[src/rtl/jkj_cda_pkg.sv]
// Shared definitions for the carry-difference recovery block: FSM states,
// datapath width and the borrow seed that undoes the adder's +1.
package jkj_cda_pkg;

  typedef enum logic [1:0] {
    IDLE  = 2'd0,
    SHIFT = 2'd1,
    DONE  = 2'd2
  } state_t;

  localparam int   DATA_W      = 8;
  localparam logic INIT_BORROW = 1'b1;

endpackage

[src/rtl/tt_um_jkj_cda_diff_if.sv]
// Request/result bundle between the operand source/consumer and the
// difference-recovery block.
interface tt_um_jkj_cda_diff_if;
  import jkj_cda_pkg::*;

  logic              ena;
  logic [DATA_W-1:0] sum_in;
  logic [DATA_W-1:0] opa_in;
  logic              load;
  logic              ack;
  logic [DATA_W-1:0] diff_out;
  logic              valid;
  logic              busy;
  logic              wrap;

  modport master (
    output ena, sum_in, opa_in, load, ack,
    input  diff_out, valid, busy, wrap
  );

  modport slave (
    input  ena, sum_in, opa_in, load, ack,
    output diff_out, valid, busy, wrap
  );

endinterface

[src/rtl/tt_um_jkj_cda_diff_fsub_bit.sv]
// One-bit full subtractor: d = s - a - bin, with the outgoing borrow.
module cda_fsub_bit (
  input  logic s,
  input  logic a,
  input  logic bin,
  output logic d,
  output logic bout
);

  assign d    = s ^ a ^ bin;
  assign bout = (~s & a) | (~(s ^ a) & bin);

endmodule

[src/rtl/tt_um_jkj_cda_diff.sv]
// Bit-serial recovery of operand B from S = A + B + 1: computes S - A - 1
// LSB first over 8 enabled cycles and reports the final borrow as wrap.
module tt_um_jkj_cda_diff
  import jkj_cda_pkg::*;
(
  input  logic                  clk,
  input  logic                  rst,
  tt_um_jkj_cda_diff_if.slave   bus
);

  localparam int                CNT_W    = $clog2(DATA_W);
  localparam logic [CNT_W-1:0]  CNT_LAST = CNT_W'(DATA_W - 1);

  state_t                 state;
  state_t                 state_nxt;

  logic [DATA_W-1:0]      s_sr;
  logic [DATA_W-1:0]      a_sr;
  logic [DATA_W-1:0]      d_sr;
  logic [DATA_W-1:0]      diff_q;
  logic [CNT_W-1:0]       cnt;
  logic                   bits_done;
  logic                   borrow;
  logic                   wrap_q;

  logic                   bit_d;
  logic                   bit_bout;

  cda_fsub_bit u_fsub (
    .s    (s_sr[0]),
    .a    (a_sr[0]),
    .bin  (borrow),
    .d    (bit_d),
    .bout (bit_bout)
  );

  always_ff @(posedge clk) begin
    if (rst) begin
      state <= IDLE;
    end else if (bus.ena) begin
      state <= state_nxt;
    end
  end

  always_comb begin
    state_nxt = state;
    case (state)
      IDLE:    if (bus.load) state_nxt = SHIFT;
      SHIFT:   if (bits_done) state_nxt = DONE;
      DONE:    if (bus.ack) state_nxt = IDLE;
      default: state_nxt = IDLE;
    endcase
  end

  // Serial datapath: the cycle after the last bit publishes the result
  // into the output registers, so outputs never show a partial value.
  always_ff @(posedge clk) begin
    if (rst) begin
      s_sr      <= '0;
      a_sr      <= '0;
      d_sr      <= '0;
      diff_q    <= '0;
      cnt       <= '0;
      bits_done <= 1'b0;
      borrow    <= 1'b0;
      wrap_q    <= 1'b0;
    end else if (bus.ena) begin
      case (state)
        IDLE: begin
          if (bus.load) begin
            s_sr      <= bus.sum_in;
            a_sr      <= bus.opa_in;
            cnt       <= '0;
            bits_done <= 1'b0;
            borrow    <= INIT_BORROW;
          end
        end
        SHIFT: begin
          if (!bits_done) begin
            s_sr   <= s_sr >> 1;
            a_sr   <= a_sr >> 1;
            d_sr   <= {bit_d, d_sr[DATA_W-1:1]};
            borrow <= bit_bout;
            if (cnt == CNT_LAST) begin
              bits_done <= 1'b1;
            end else begin
              cnt <= cnt + 1'b1;
            end
          end else begin
            diff_q <= d_sr;
            wrap_q <= borrow;
          end
        end
        default: ;
      endcase
    end
  end

  assign bus.diff_out = diff_q;
  assign bus.wrap     = wrap_q;
  assign bus.valid    = (state == DONE);
  assign bus.busy     = (state != IDLE);

endmodule

[src/flat_wrapper.sv]
// flat-port wrapper written by rule: the top's interface ports become plain ports
module tt_um_jkj_cda_diff_flat import jkj_cda_pkg::*;
  (clk, rst, bus_ena, bus_sum_in, bus_opa_in, bus_load, bus_ack, bus_diff_out, bus_valid, bus_busy, bus_wrap);
  tt_um_jkj_cda_diff_if bus_i ();
  input  logic clk;
  input  logic rst;
  input wire logic [$bits(bus_i.ena)-1:0] bus_ena;
  input wire logic [$bits(bus_i.sum_in)-1:0] bus_sum_in;
  input wire logic [$bits(bus_i.opa_in)-1:0] bus_opa_in;
  input wire logic [$bits(bus_i.load)-1:0] bus_load;
  input wire logic [$bits(bus_i.ack)-1:0] bus_ack;
  output wire logic [$bits(bus_i.diff_out)-1:0] bus_diff_out;
  output wire logic [$bits(bus_i.valid)-1:0] bus_valid;
  output wire logic [$bits(bus_i.busy)-1:0] bus_busy;
  output wire logic [$bits(bus_i.wrap)-1:0] bus_wrap;
  assign bus_i.ena = bus_ena;
  assign bus_i.sum_in = bus_sum_in;
  assign bus_i.opa_in = bus_opa_in;
  assign bus_i.load = bus_load;
  assign bus_i.ack = bus_ack;
  assign bus_diff_out = bus_i.diff_out;
  assign bus_valid = bus_i.valid;
  assign bus_busy = bus_i.busy;
  assign bus_wrap = bus_i.wrap;
  tt_um_jkj_cda_diff u_core (.clk(clk), .rst(rst), .bus(bus_i));
endmodule
[config.mk]
export PLATFORM = sky130hd
export DESIGN_NAME = tt_um_jkj_cda_diff_flat
export DESIGN_NICKNAME = d
export VERILOG_FILES = /design/src/rtl/jkj_cda_pkg.sv /design/src/rtl/tt_um_jkj_cda_diff_if.sv /design/src/rtl/tt_um_jkj_cda_diff_fsub_bit.sv /design/src/rtl/tt_um_jkj_cda_diff.sv /design/src/flat_wrapper.sv
export SDC_FILE = /design/constraint.sdc
export NUM_CORES = 1
export LEC_CHECK = 0
export CORE_MARGIN = 4
export CORE_UTILIZATION = 65
export CTS_CLUSTER_SIZE = 20
export DETAILED_ROUTE_END_ITERATION = 16
export DONT_BUFFER_PORTS = 1
export PLACE_DENSITY = 0.87
export SETUP_SLACK_MARGIN = 0.3
export SLEW_MARGIN = 25
export SYNTH_ARGS = -nofsm -noshare
export SYNTH_HDL_FRONTEND = slang
export SYNTH_SLANG_ARGS = --single-unit
export TNS_END_PERCENT = 1
[constraint.sdc]
create_clock -name clk -period 2.9 [get_ports clk]
set_input_delay 0.725 -clock clk [delete_from_list [all_inputs] [get_ports clk]]
set_output_delay 0.725 -clock clk [all_outputs]
set_load 0.01 [all_outputs]
# After elaboration in Yosys (flattened, before gate mapping)

Index checks and enable logic that the tools add are counted.

Register bits: 40
Input bits: 21
Output and inout bits: 11

$add $sub $neg: 1
Equal/unequal tests: 8
Mux-type cells: 21
Bitwise operators: 8
Reduce and logical (&&, ||, !) cells: 9

Operators by type and width:

| kind                                                                     | number |
|---|---|
| 8-bit 2-to-1 mux                                                         | 4 |
| 8-bit case mux with 2 select lines                                       | 2 |
| 3-bit 2-to-1 mux                                                         | 3 |
| 3-bit AND reduction                                                      | 3 |
| 2-bit inequality test (second input constant)                            | 4 |
| 4-bit AND reduction                                                      | 2 |
| 2-bit 2-to-1 mux                                                         | 3 |
| 2-bit case mux with 3 select lines                                       | 1 |
| 3-bit case mux with 2 select lines                                       | 1 |
| 1-bit 2-to-1 mux                                                         | 5 |
| 5-bit AND reduction                                                      | 1 |
| 1-bit case mux with 2 select lines                                       | 2 |
| 2-bit nonzero test                                                       | 2 |
| 3-bit by 1-bit adder with 3-bit output (second input constant)           | 1 |
| 3-bit == test (second input constant)                                    | 1 |
| 1-bit inverter                                                           | 3 |
| 1-bit bitwise AND                                                        | 2 |
| 2-bit by 1-bit == test with 1-bit output (second input constant)         | 1 |
| 2-bit == test (second input constant)                                    | 1 |
| 2-bit zero test                                                          | 1 |
| 2-bit by 1-bit inequality test with 1-bit output (second input constant) | 1 |
| 1-bit XOR                                                                | 2 |
| 1-bit OR                                                                 | 1 |

# Logic depth before layout (Yosys ltp)

Depth in word-level cells: 6
Gate-level depth with buffers: 7
Gate-level depth less buffers: 6

# Cells and area by module

Synthesis repeated with hierarchy kept, for this count alone.

Cells, all modules: 197
Area, all modules: 1742.9 sq um

Modules (own cells, without submodules):

| module             | times used | cells an instance | area an instance (sq um) | seq. area each (sq um) |
|---|---|---|---|---|
| tt_um_jkj_cda_diff | 1          | 193               | 1711.6                   | 800.8 |
| cda_fsub_bit       | 1          | 4                 | 31.3                     | 0.0 |

# Least setup slack after synthesis

No wires, ideal clock.

Kind: reg-to-reg
Start: register u_core.cnt[0]
End: register u_core.cnt[2]
Library setup time: 0.128 ns
Data arrival time: 1.469 ns
Required time: 2.772 ns
Path slack: 1.304 ns
Cell stages (with the launch flop): 7
Path buffers: 0
Period minus slack after synthesis: 1.596 ns
Cells stage by stage: dfxtp_1 ha_1 ha_1 or3b_4 a21oi_4 mux2i_1 nor2_1

Word-level cells in the longest chain between the ends: 4
Elaborated cells on any way between the ends: 7
Classes of those cells: add/sub: 1; eq/ne: 2; mux: 3; reduce/logical: 1

RTL lines:

| what                                   | line                     | text |
|---|---|---|
| start, declared                        | tt_um_jkj_cda_diff.sv:21 | `logic [CNT_W-1:0] cnt;` |
| start signal, assigned                 | tt_um_jkj_cda_diff.sv:87 | `cnt <= cnt + 1'b1;` |
| 3-bit by 1-bit adder with 3-bit output | tt_um_jkj_cda_diff.sv:87 |  |
| 3-bit 2-to-1 mux                       | tt_um_jkj_cda_diff.sv:84 | `if (cnt == CNT_LAST) begin` |
| 3-bit 2-to-1 mux                       | tt_um_jkj_cda_diff.sv:79 | `if (!bits_done) begin` |
| 3-bit case mux with 2 select lines     | tt_um_jkj_cda_diff.sv:68 | `case (state)` |

Parallel ways exist; a longest one is shown, timed or not. The select of a mux whose other input is x is not followed.
A chain may end at the register's enable or synchronous reset.

# Worst setup path after layout

Start: register u_core.state[0]
End: register u_core.d_sr[4]

Word-level cells in the longest chain between the ends: 2

RTL lines:

| what                                     | line                     | text |
|---|---|---|
| start, declared                          | tt_um_jkj_cda_diff.sv:14 | `state_t state;` |
| start signal, assigned                   | tt_um_jkj_cda_diff.sv:41 | `state <= state_nxt;` |
| 2-bit by 1-bit == test with 1-bit output | tt_um_jkj_cda_diff.sv:68 |  |
| 3-bit AND reduction (no line)            | n/a                      |  |
| end signal, assigned                     | tt_um_jkj_cda_diff.sv:82 | `d_sr <= {bit_d, d_sr[DATA_W-1:1]};` |
| end, declared                            | tt_um_jkj_cda_diff.sv:19 | `logic [DATA_W-1:0] d_sr;` |

Every way passes these cells.

==> metrics.md <==
| Metric | Value |
|---|---|
| Post-Synth Adder-Cell Area | `2.62%` |
| CTS max path bufs | `2` |
| Fillers | `200` |
| Flops & latches, synth | `40` |
| DP Wirelength | `2200 um` |
| Antenna viol nets, final | `0` |
| CTS Sinks | `40` |
| Worst r2r path cells | `4` |
| Vias in the first global route | `1255` |
| Overflow after GRT | `0` |
| Slew @ Worst Pin | `0.748 ns` |
| Slew HR | `50.0%` |
| Core area | `0.00250 sq mm` |
| Commonest non-fill, non-tap cell in the layout | `nand2_1` |
| Synth Area in XOR/XNOR | `0%` |
| Die width | `59.4 um` |
| Layout cell share with drive strength beyond 1 | `6.67%` |
| Post-Syn Area | `0.00172 sq mm` |
| Final Max Slew Viols | `0` |
| Largest family of logic cells by synthesized area | `simple AND/OR/NAND/NOR gates` |
| WHS Path Cells | `1` |
| Most frequent cells in the layout | `nand2_1 (47), dfxtp_1 (40), nor2_1 (33), a311oi_1 (15), mux2i_1 (13)` |
| Root Buffer | `clkbuf_4` |
| Max Cap Viol | `0` |
| Sequential-to-total area share from yosys stat | `46.5%` |
| Vias per cell | `5.71` |
| Largest fanout on the critical path | `18` |
| HP Class | `in2reg` |
| Area of the multi-input gates | `832 sq um` |
| Fin. Hold Viols | `0` |
| Crit end category | `register` |
| Routability Congestion | `0.746` |
| Num ports | `32` |
| Clock skew | `0.00685 ns` |
| WP data required | `3.13 ns` |
| Initial Util | `68.8%` |
| Max Freq | `523 MHz` |
| Register Area | `801 sq um` |
| Final setup violation count | `0` |
| H-tree depth | `2` |
| Initial antenna violation count | `0` |
| CTS buffer count | `5` |
| Library cells used by synthesis | `27` |
| Clock period minus worst slack | `1.91 ns` |
| CP max-delay cell | `nor3_4` |
| Synth Area in Simple Gates | `24.9%` |
| Synth Area per Inst | `8.65 sq um` |
| Hold_buf cts | `0` |
| Worst path max stage delay | `0.56 ns` |
| CP Cell Sequence | `nand2b_1 -> nor3_4 -> mux2i_1 -> nor2_1` |
| Overall Global Routing Usage | `19.5%` |
| First-pass GRT wire length | `5200 um` |
| Hold slack | `0.451 ns` |
| Synth Warn # | `0` |
| Cts repair resizes | `0` |
| Largest net degree at the start of global routing | `41` |
| Vias | `1284` |
| Die Ht | `59.4 um` |
| Synth Area in Compound Gates | `13.3%` |
| Syn Inst Count | `199` |
| Number of antenna diodes | `0` |
| NumNets Final | `218` |
| Fin crit share | `66.0%` |
| CTS tree | `built` |
| Post-CTS setup buffers | `0` |
| Setup Total Neg Slack | `0 ns` |
| Post-synthesis mux area share | `7.56%` |
| Critical path data arrival time | `2.15 ns` |
| PD cells | `573 mW/mm^2` |
| DR WL/cell | `13.4 um` |
| Port Buffers | `0` |
| Status | `complete, no violations` |
| VDD IR max | `0.000471 V` |
| Pleak | `0.633 nW` |
| RSZ-0062 raised after global routing | `false` |
| Post-route DRC | `0` |
| Syn nets | `223` |
| Startpoint Class | `register` |
| TritonRoute pass-1 iters | `4` |
| Initial DRC count | `39` |
| Critical path type | `reg2reg` |
| Die area | `0.00353 sq mm` |
| Worst-Skew Late Latency | `0.33 ns` |
| Rows | `18` |
| DRT Wirelength | `3020 um` |
| Syn-to-layout area delta | `1.60%` |
| Clock Pin Slew Worst Setup and Hold Paths | `0.10 ns` |
where the power goes:
part | switching [mW] | total (mW) | internal, mW
Combinational | 0.0731 | 0.125 | 0.0517
Clock | 0.160 | 0.280 | 0.120
Sequential | 0.0199 | 0.597 | 0.577
cell families (layout without fill, tap and decap cells):
| family | Yosys count | in the layout |
|---|---|---|
| AO/OA/AOI/OAI | 30 | 30 |
| multiplexers | 13 | 13 |
| adder cells (fa/ha/maj) | 3 | 3 |
| buffers and inverters | 16 | 12 |
| AND/OR/NAND/NOR | 97 | 97 |
| flip-flops | 40 | 40 |
layer usage:
| metal | global-route usage [%] | vias to the layer above | share of wire, % |
|---|---|---|---|
| met4 | 7.77 | 0 | 1.2 |
| li1 | - | 652 | - |
| met1 | 21.4 | 604 | 43 |
| met5 | 0 | - | 0 |
| met3 | 4.58 | 5 | 4.7 |
| met2 | 35.7 | 23 | 51 |
state kept, by name, summed over array words and instances (netlist names):
name	flops
u_core.a_sr	8
u_core.bits_done	1
u_core.borrow	1
u_core.bus.diff_out	8
u_core.bus.wrap	1
u_core.cnt	3
u_core.d_sr	8
u_core.s_sr	8
u_core.state	2
cell type report:
class | instances | share of cell area [%]
clock buffer | 8 | 3.36
sequential | 40 | 45.8
timing repair buffer | 1 | 0.429
tap | 30 | 2.15
multi-input combinational | 143 | 47.6
inverter | 3 | 0.644
worst max-delay path, delay by kind of cell, from the launching register on:
kind             cells  cell delay [ns]
AND/OR/NAND/NOR      3             1.05
flip-flops           1             0.51
multiplexers         1             0.26
stage by stage:
stage	util, %	instance area [sq um]	setup WS [ns]	power, mW	instances
floorplan	-	1720	1.30	0.728	199
global placement	67.6	1690	1.04	0.725	217
detailed placement	67.6	1690	0.911	0.736	217
CTS	69.9	1750	0.979	1.01	225
global route	69.9	1750	0.748	1.05	225
finish	69.9	1750	0.986	1.00	225
Yosys cell counts:
library cell,count,share of area (%)
nand2_1,47,10
dfxtp_1,40,47
nor2_1,33,7.2
a311oi_1,15,7.6
mux2i_1,13,7.6
a21oi_1,12,3.5
buf_2,4,1.2
buf_4,4,1.7
clkbuf_1,4,0.87
inv_1,3,0.65
nand2b_1,3,1.1
a21oi_4,2,1.9
and2_0,2,0.73
and2_1,2,0.73
ha_1,2,1.5
nor2b_1,2,0.73
and3_1,1,0.36
buf_6,1,0.65
fa_1,1,1.2
nand2b_4,1,0.80
nand3_1,1,0.29
nand3b_1,1,0.44
nor3_1,1,0.29
nor3_4,1,0.95
o21ai_0,1,0.29
or2_2,1,0.36
or3b_4,1,0.65
worst paths after layout:
path	end	startpoint	slack [ns]
max reg2reg	u_core.d_sr[4]	u_core.state[0]	0.99
max	u_core.d_sr[4]	u_core.state[0]	0.99
min reg2reg	u_core.bus.diff_out[0]	u_core.d_sr[0]	0.46
min	u_core.state[1]	rst	0.45
Power figures use the tool's default switching activity.
